===== config.mk =====
export PLATFORM = sky130hd
export DESIGN_NAME = abs_value_ieee754
export DESIGN_NICKNAME = d
export VERILOG_FILES = /design/src/rtl/abs_value_ieee754.sv
export SDC_FILE = /design/constraint.sdc
export NUM_CORES = 1
export LEC_CHECK = 0
export ABC_AREA = 1
export BUFFER_PORTS_ARGS = -buffer_cell sky130_fd_sc_hd__buf_4
export CAP_MARGIN = 20
export CORE_MARGIN = 4
export CORE_UTILIZATION = 48
export DETAILED_ROUTE_END_ITERATION = 16
export PLACE_DENSITY_LB_ADDON = 0.12
export SYNTH_ARGS = -nofsm -noshare
export SYNTH_HDL_FRONTEND = slang
export SYNTH_SLANG_ARGS = --single-unit

===== constraint.sdc =====
create_clock -name clk -period 2.18 [get_ports clk]
set_input_delay 0.218 -clock clk [delete_from_list [all_inputs] [get_ports clk]]
set_output_delay 0.218 -clock clk [all_outputs]
set_load 0.05 [all_outputs]

===== src/rtl/abs_value_ieee754.sv =====
// abs_value_ieee754
// Single-cycle registered sign manipulation of an IEEE-754 single-precision
// operand (abs / negate / negative-abs / pass-through), plus classification
// flags for the input operand. Pure bit manipulation: no rounding, no
// exceptions.
//
// Parameters
//   CANON_NAN    : 1 replaces every NaN result with the quiet NaN 32'h7FC00000
// Ports
//   clk          : clock, all state updates on rising edge
//   rst          : synchronous active-high reset
//   in_valid     : data_in / op valid this cycle
//   data_in      : IEEE-754 single-precision operand
//   op           : 00 abs, 01 negate, 10 negative-abs, 11 pass-through
//   out_valid    : registered in_valid (no backpressure)
//   data_out     : result word
//   sign_in      : registered data_in[31]
//   is_zero, is_inf, is_nan, is_snan, is_subnormal : input classification
module abs_value_ieee754 #(
  parameter bit CANON_NAN = 1'b0
) (
  input  logic        clk,
  input  logic        rst,
  input  logic        in_valid,
  input  logic [31:0] data_in,
  input  logic [1:0]  op,
  output logic        out_valid,
  output logic [31:0] data_out,
  output logic        sign_in,
  output logic        is_zero,
  output logic        is_inf,
  output logic        is_nan,
  output logic        is_snan,
  output logic        is_subnormal
);

  localparam logic [1:0] OP_ABS  = 2'b00;
  localparam logic [1:0] OP_NEG  = 2'b01;
  localparam logic [1:0] OP_NABS = 2'b10;
  localparam logic [1:0] OP_PASS = 2'b11;

  localparam logic [31:0] QNAN = 32'h7FC0_0000;

  logic [7:0]  w_exp;
  logic [22:0] w_man;
  logic        w_exp_zero;
  logic        w_exp_ones;
  logic        w_man_zero;
  logic        w_is_zero;
  logic        w_is_sub;
  logic        w_is_inf;
  logic        w_is_nan;
  logic        w_is_snan;
  logic        w_sign;
  logic [31:0] w_result;

  assign w_exp      = data_in[30:23];
  assign w_man      = data_in[22:0];
  assign w_exp_zero = (w_exp == '0);
  assign w_exp_ones = (w_exp == '1);
  assign w_man_zero = (w_man == '0);

  // Classes are mutually exclusive by construction (exp all-0 vs all-1).
  assign w_is_zero = w_exp_zero &  w_man_zero;
  assign w_is_sub  = w_exp_zero & ~w_man_zero;
  assign w_is_inf  = w_exp_ones &  w_man_zero;
  assign w_is_nan  = w_exp_ones & ~w_man_zero;
  assign w_is_snan = w_is_nan   & ~w_man[22];

  always_comb begin
    w_sign = data_in[31];
    case (op)
      OP_ABS:  w_sign = 1'b0;
      OP_NEG:  w_sign = ~data_in[31];
      OP_NABS: w_sign = 1'b1;
      OP_PASS: w_sign = data_in[31];
      default: w_sign = data_in[31];
    endcase
  end

  // Canonical NaN overrides the sign selection too, so it is op-independent.
  assign w_result = (CANON_NAN && w_is_nan) ? QNAN : {w_sign, data_in[30:0]};

  always_ff @(posedge clk) begin
    if (rst) begin
      out_valid    <= 1'b0;
      data_out     <= '0;
      sign_in      <= 1'b0;
      is_zero      <= 1'b0;
      is_inf       <= 1'b0;
      is_nan       <= 1'b0;
      is_snan      <= 1'b0;
      is_subnormal <= 1'b0;
    end else begin
      out_valid <= in_valid;
      if (in_valid) begin
        data_out     <= w_result;
        sign_in      <= data_in[31];
        is_zero      <= w_is_zero;
        is_inf       <= w_is_inf;
        is_nan       <= w_is_nan;
        is_snan      <= w_is_snan;
        is_subnormal <= w_is_sub;
      end
    end
  end

endmodule


; ---- Word-level counts from Yosys, hierarchy flattened
; Cells that the tools add are included.
[word_totals]
register_bits = 39
input_bits = 37
elab_cells = 24
output_inout_bits = 39
[classes]
muxes = 1
n_eq_ne = 4
bitwise = 8
n_reduce_logical = 3
[ops]
columns = cell, count
row1 = $logic_not A23 Y1, 1
row2 = $eq A8 B8 Y1 const B, 1
row3 = $logic_not A8 Y1, 1
row4 = $and A1 B1 Y1, 5
row5 = $eq A2 B2 Y1 const B, 2
row6 = $pmux W1 S4, 1
row7 = $not A1 Y1, 3
row8 = $eq A2 B1 Y1 const B, 1
row9 = $logic_not A2 Y1, 1

; ---- Longest topological paths before layout
; Gate-level depths: netlist of the first run.
[logic_depth]
word_depth = 4
mapped_depth = 6
mapped_depth_nobuf = 6

; ---- Worst setup path after synthesis of the first run
; No wires, ideal clock.
[synth_path]
path_kind = register to register
start = register, netlist name data_out[25]
end = register data_out[25]
required_ns = 2.094
arrival_time_ns = 0.825
path_buffers = 0
setup_time_ns = 0.086
slack_ns = 1.270
synth_period_minus_slack_ns = 0.910
path_stages_with_launch = 3
path_cell_list = dfxtp_1 -> nor2_1 -> a211oi_1
[synth_rtl]
columns = element, line_no
row1 = to (signal assigned), 97  ; data_out <= w_result;
row2 = to (decl), 28  ; output logic [31:0] data_out,

; ---- Final worst setup path of the first run
[layout_path]
start = register is_snan
end = output is_snan
[layout_rtl]
columns = element, line_no
row1 = from (decl), 33  ; output logic is_snan,
row2 = from (signal assigned), 102  ; is_snan <= w_is_snan;
; No word-level cell between the ends.

==> key figures, run 1 <==
Power and ir drop
  – Int Power: between 1 and 1.5 mW
  – Clock group share of total power: 0.240
  – Pwr/cell area: 712.5 nW/um^2
  – Switch Pwr: 0.4754 mW
  – Sw Share: 0.3159
  – Seq pwr share: 0.516
  – Combinational share of power: 0.244
  – Total power: approximately 1.5 mW
  – Leakage: between 1 and 1.5 nW
  – Maximum VDD drop: 0.0005349 V

Critical path
  – Worst r2r src: data_out[11]$_SDFFE_PP0P_
  – Worst path required time: roughly 2.0 ns
  – Crit Path Class: reg -> out
  – Worst Setup End Kind: output port
  – Max FO, Critical Path: 2
  – CP bufs+invs: 1
  – CP Launch Type: flip-flop
  – Reg2Reg Setup Slack: ~1.5 ns
  – Reg2Reg Depth: 2
  – CP top delay family: flip-flops
  – Crit-path max cell delay: about 0.37 ns
  – Crit path DAT: a little over 0.9 ns
  – Capturing point of the worst reg2reg path: data_out[11]$_SDFFE_PP0P_
  – CP Cell Sequence: buf_4
  – Slowest cell on the critical path: dfxtp_1

Detailed routing
  – DRT Wirelength: about 3600 um
  – Routed vias/inst: 4.668
  – DRT iter0 DRCs: 85
  – # DRC: 0
  – Total number of vias: 1489
  – Post-DRT Antenna Nets: 0
  – Router iterations before antenna repair: 4
  – Post-DR wirelength/cell: between 10 and 15 um

Synthesis
  – Synth top area share: 0.5204
  – Most frequent cells after synthesis: 73 x nor2_1, 39 x dfxtp_1, 31 x o21ai_0
  – Compound-cell area share of the yosys netlist: 0.1451
  – Xor/xnor cell area share of the yosys netlist: 0.005838
  – Mux share of post-synthesis cell area: 0
  – Post-synthesis cell count: a little over 200
  – Synthesized area: 1500 sq um
  – Synth warn: 0
  – Yosys top cell by area: dfxtp_1
  – Post-synthesis cell type count: 15
  – Post-synth ARST share: 0
  – Avg Inst Size Synth: between 7 and 8 sq um
  – EDFF count, synth: 0
  – Largest cells by area after synthesis: dfxtp_1 52%, nor2_1 18%, o21ai_0 10%
  – Yosys reg bits: 39
  – Seq/Total Area, Yosys: 0.5204
  – Largest family of logic cells by synthesized area: simple AND/OR/NAND/NOR gates
  – Ys flop type: dfxtp_1
  – Syn nets: 240
  – Adder-cell area share of the yosys netlist: 0
  – Synth Area in Simple Gates: 0.2619
  – Top-count cell post-synth: nor2_1

Clocking
  – Clk slew on worst S/H paths: around 0.11 ns
  – CTS Hold Bufs: 0
  – Resize count post-CTS: 0
  – Post-CTS setup buffer count: 0
  – H-tree Lvls: 2
  – Clock tree buffer depth: 2
  – Root buf cell: clkbuf_4
  – CTS tree: yes
  – Clk sinks: 39
  – Cts bufs inserted: 5
  – Worst-Skew Late Latency: around 0.33 ns

STA
  – Final hold vios: 0
  – Period minus WS final: between 1 and 1.5 ns
  – Setup TNS: 0 ns
  – Max Fclk: between 800 and 900 MHz
  – Slew HR: 0.5257
  – Final Skew: 0 ns
  – Final slew viol count: 0
  – Worst slew pin tran: roughly 0.71 ns
  – RSZ-0062 raised after global routing: no
  – Tcrit/Tclk final: 0.5178
  – Final setup vio count: 0
  – Setup slack after layout: 1.051 ns

Cells and area
  – Layout cells sized above 1: 0.3055
  – Synth-to-Final Area Change: 40.78%
  – Antenna diodes: 0
  – Nets@finish: around 310
  – Area of the multi-input gates: around 620 sq um
  – Filler cell count: around 300
  – Sequential cell area: approximately 780 sq um

Floorplan
  – IO Pins: 76
  – Initial Utilization: 0.4955
  – Placeable Area: 3028 sq um
  – Die W: around 64 um
  – Die area: 4084 sq um
  – Die H: ~64 um
  – Num rows: 20

Place
  – HPWL Detailed: 2673 um
  – Place WS: roughly 0.84 ns
  – Routability Congestion: 0.8380
  – PortBufs: 75

Worst hold path
  – Worst Hold Depth: 2
  – Hold crit path type: in -> reg
  – Hold Crit Start: rst
  – Hold endpoint: out_valid$_SDFF_PP0_

Flow run
  – Max-Cap Viols: 0

Run status
  – Status: finished clean

Global routing
  – Total gr overflow: 0
  – Pin count of the biggest net entering global routing: 43
  – Overall routing resource usage: 0.1832
  – Global-route wire length before repair: 5830 um
  – Number of antenna violations at the first check in global routing: 0
  – Via count of the first global-routing pass: about 1300
[routing by layer]
layer | wire (um) | global-route usage
met1 | 1524 | 0.2209
met2 | 1745 | 0.2981
met3 | 290 | 0.06151
met4 | 48 | 0.07278
met5 | 0 | 0
[registers in the layout, indices dropped and copies added (netlist names)]
register / cells
data_out: 32
is_inf: 1
is_nan: 1
is_snan: 1
is_subnormal: 1
is_zero: 1
out_valid: 1
sign_in: 1
[cell type report]
type / instances / share of cell area
clock buffers: 6 / 0.02429
clock inverters: 1 / 0.002370
inverters: 8 / 0.01422
multi-input cells: 145 / 0.2932
flip-flops and latches: 39 / 0.3697
well taps: 44 / 0.02607
repair buffers: 76 / 0.2701
[how the worst max path moves through the flow]
stage,from,cells past startpoint,slack [ns],to
3_5_place_dp,in_valid,5,0.84,is_snan$_SDFFE_PP0P_
3_3_place_gp,in_valid,5,0.86,is_inf$_SDFFE_PP0P_
2_1_floorplan,data_out[25]$_SDFFE_PP0P_,2,1.27,data_out[25]$_SDFFE_PP0P_
6_report,is_snan$_SDFFE_PP0P_,1,1.05,is_snan
5_1_grt,data_out[13]$_SDFFE_PP0P_,1,1.00,data_out[13]
4_1_cts,is_snan$_SDFFE_PP0P_,1,1.04,is_snan
[per-stage QoR]
step	std cells	hold slack [ns]	instance area (sq um)	utilization
after floorplan	203	0.3529	1500	-
after global placement	312	0.4513	2056	0.6789
after detailed placement	312	0.4565	2056	0.6789
after CTS	319	0.08686	2112	0.6975
after global routing	319	0.08460	2112	0.6975
final	319	0.1011	2112	0.6975
[power groups by stage]
stage | registers (mW) | clock network, mW | logic [mW]
after global routing | 0.783 | 0.415 | 0.394
after detailed placement | 0.792 | 0 | 0.370
final | 0.777 | 0.361 | 0.367
after CTS | 0.777 | 0.376 | 0.370
after global placement | 0.792 | 0 | 0.366
after floorplan | 0.940 | 0 | 0.0846
[placed cells by master (no fill, tap or decap), drive strengths merged]
cell / count
o21ai: 31
a211oi: 1
a21oi: 11
xor2: 1
nand3: 5
clkbuf: 6
nor2: 74
dfxtp: 39
nand2: 20
inv: 8
clkinv: 1
buf: 76
nand4: 2
[cell families after synthesis]
kind of cell	count (synthesis)
and+or+nand+nor	101
DFF	39
AOI/OAI and AO/OA	43
buffers and inverters	19
xor gates and xnor gates	1
Power figures use the tool's default switching activity.
==> run 2, diff against run 1 <==
Settings changed: CORE_UTILIZATION 48 to 44.
Clock period 2.18 ns to 1.1 ns, I/O delays scaled along.
==> key figures, run 2 (same netlist as run 1, synthesis figures left out) <==
STA
  – RSZ-0062 raised after global routing: no
  – Final slew viol count: 0 (unchanged)
  – Final Skew: 0 ns (unchanged)
  – Final hold vios: 0 (unchanged)
  – Period minus WS final: ~1 ns
  – Tcrit/Tclk final: 0.9355
  – Slew HR: 0.8074 (+0.2817)
  – Worst slew pin tran: 0.2880 ns (-0.4227 ns)
  – Max Fclk: about 970 MHz
  – Final setup vio count: 0 (unchanged)
  – Setup TNS: 0 ns (unchanged)

Floorplan
  – Placeable Area: 3153 sq um (+4.1%)
  – Die W: 66.39 um (+3.9%)
  – Die area: 4408 sq um (+7.9%)
  – Initial Utilization: 0.4758 (-0.01966)
  – IO Pins: 76 (unchanged)
  – Die H: 66.39 um (+3.9%)
  – Num rows: 20 (unchanged)

Detailed routing
  – DRT iter0 DRCs: 65 (-24%)
  – DRT Wirelength: 4422 um (+23%)
  – Routed vias/inst: 4.758 (+1.9%)
  – Total number of vias: 1651 (+11%)
  – Post-DR wirelength/cell: 12.74 um (+13%)
  – Post-DRT Antenna Nets: 0 (unchanged)
  – Router iterations before antenna repair: 4 (unchanged)
  – # DRC: 0 (unchanged)

Place
  – HPWL Detailed: 2921 um (+9.3%)
  – PortBufs: 75 (unchanged)
  – Dpl cells: 317 (+1.6%)
  – Routability Congestion: 0.7545 (-10%)

Flow run
  – Max-Cap Viols: 0 (unchanged)

Cells and area
  – Non-filler cells, final: 347 (+8.8%)
  – Top reg by flops: data_out
  – Layout cells sized above 1: 0.2937 (-0.01173)
  – Area of the multi-input gates: 621.8 sq um (+0.40%)
  – Sequential cell area: 780.7 sq um (unchanged)
  – Synth-to-Final Area Change: 59.38%
  – Filler cell count: 259 (-12%)
  – Nets@finish: 339 (+8.7%)
  – Commonest non-fill, non-tap cells in the layout: 78 x buf_4, 72 x nor2_1, 39 x dfxtp_1
  – Antenna diodes: 0 (unchanged)
  – Max reg flops: 32 (unchanged)
  – Commonest non-fill, non-tap cell in the layout: buf_4

Clocking
  – Worst-Skew Late Latency: 0.34 ns (about the same)
  – Clk slew on worst S/H paths: 0.12 ns (about the same)
  – H-tree Lvls: 2 (unchanged)
  – Root buf cell: clkbuf_4
  – Clk sinks: 39 (unchanged)
  – Cts bufs inserted: 5 (unchanged)
  – Post-CTS setup buffer count: 0 (unchanged)
  – Clock tree buffer depth: 2 (unchanged)
  – CTS tree: yes

Worst hold path
  – Worst Hold Depth: 3 (+1)
  – Hold crit path type: in -> reg

Critical path
  – Worst path required time: 1.39 ns (-0.57 ns)
  – Reg2Reg Depth: 2 (unchanged)
  – Worst Setup End Kind: flip-flop
  – Crit Path Class: in -> reg
  – Crit path DAT: 1.31 ns (+0.40 ns)
  – CP Launch Type: input port
  – Max FO, Critical Path: 3 (+1)

Global routing
  – Number of antenna violations at the first check in global routing: 0 (unchanged)
  – Total gr overflow: 0 (unchanged)
  – Global-route wire length before repair: 7265 um (+25%)
  – Overall routing resource usage: 0.2175 (+0.03429)
  – Pin count of the biggest net entering global routing: 34 (-21%)
  – Via count of the first global-routing pass: 1614 (+21%)

Run status
  – Status: finished clean

Power and ir drop
  – Pwr/cell area: 1283 nW/um^2 (+80%)
  – Leakage: 1.148 nW (+14%)
  – Maximum VDD drop: 0.0009909 V (+85%)
-- run 2: metrics by stage --
step             util  hold WS [ns]  area, sq um  worst slack (ns)  total power [mW]
2_1_floorplan       -        0.2449         1500            0.1896             2.030
3_3_place_gp   0.6679        0.3421         2106           0.09553             2.318
3_5_place_dp   0.6679        0.3501         2106           0.06169             2.326
4_1_cts        0.7607      0.002442         2399           0.04549             3.081
5_1_grt        0.7583      0.008699         2391           0.01354             3.214
6_report       0.7583      0.004549         2391           0.07092             3.067
-- run 2: metal layers --
| metal | track usage | wire length [um] | part of all wire | vias to the layer above |
|---|---|---|---|---|
| met5 | 0 | 0 | 0 | - |
| met4 | 0.09137 | 74 | 0.017 | 0 |
| met3 | 0.05102 | 347 | 0.078 | 8 |
| met2 | 0.3854 | 2203 | 0.50 | 57 |
| met1 | 0.2463 | 1796 | 0.41 | 739 |
| li1 | - | - | - | 847 |
-- run 2: what timing repair did --
| action | 4_1_cts | 5_1_grt |
|---|---|---|
| hold buffers | 24 | 0 |
| resized for setup | 0 | 3 |
| setup endpoints to repair | 0 | 5 |
| endpoints found under the hold margin | 31 | 0 |
-- run 2: power breakdown --
| group | leakage (nW) | total [mW] | internal [mW] | switching (mW) |
|---|---|---|---|---|
| logic | 0.790 | 0.825 | 0.316 | 0.508 |
| clock network | 0.0347 | 0.705 | 0.238 | 0.467 |
| registers | 0.323 | 1.54 | 1.50 | 0.0400 |
| total | 1.15 | 3.07 | 2.05 | 1.02 |
-- run 2: worst max-delay path, cell delays in order --
cell	delay (ns)
dlygate4sd3_1	0.58
nand2_1	0.07
nor2_1	0.09
nand2_1	0.07
nor2_2	0.15
nand4_1	0.10
a21oi_1	0.15
-- run 2: worst paths after layout --
kind	from	end	slack, ns
max	data_in[29]	is_inf$_SDFFE_PP0P_	0.07
max reg2reg	data_out[31]$_SDFFE_PP0P_	data_out[31]$_SDFFE_PP0P_	0.46
min	data_in[30]	data_out[30]$_SDFFE_PP0P_	0.005
min reg2reg	is_subnormal$_SDFFE_PP0P_	is_subnormal$_SDFFE_PP0P_	0.48
-- run 2: layout make-up --
| class | instances | share of cell area |
|---|---|---|
| Sequential cell | 39 | 0.3265 |
| Timing Repair Buffer | 103 | 0.3558 |
| Clock inverter | 3 | 0.006279 |
| Tap cell | 44 | 0.02302 |
| Multi-Input combinational cell | 145 | 0.2601 |
| Inverter | 8 | 0.01256 |
| Clock buffer | 5 | 0.01570 |
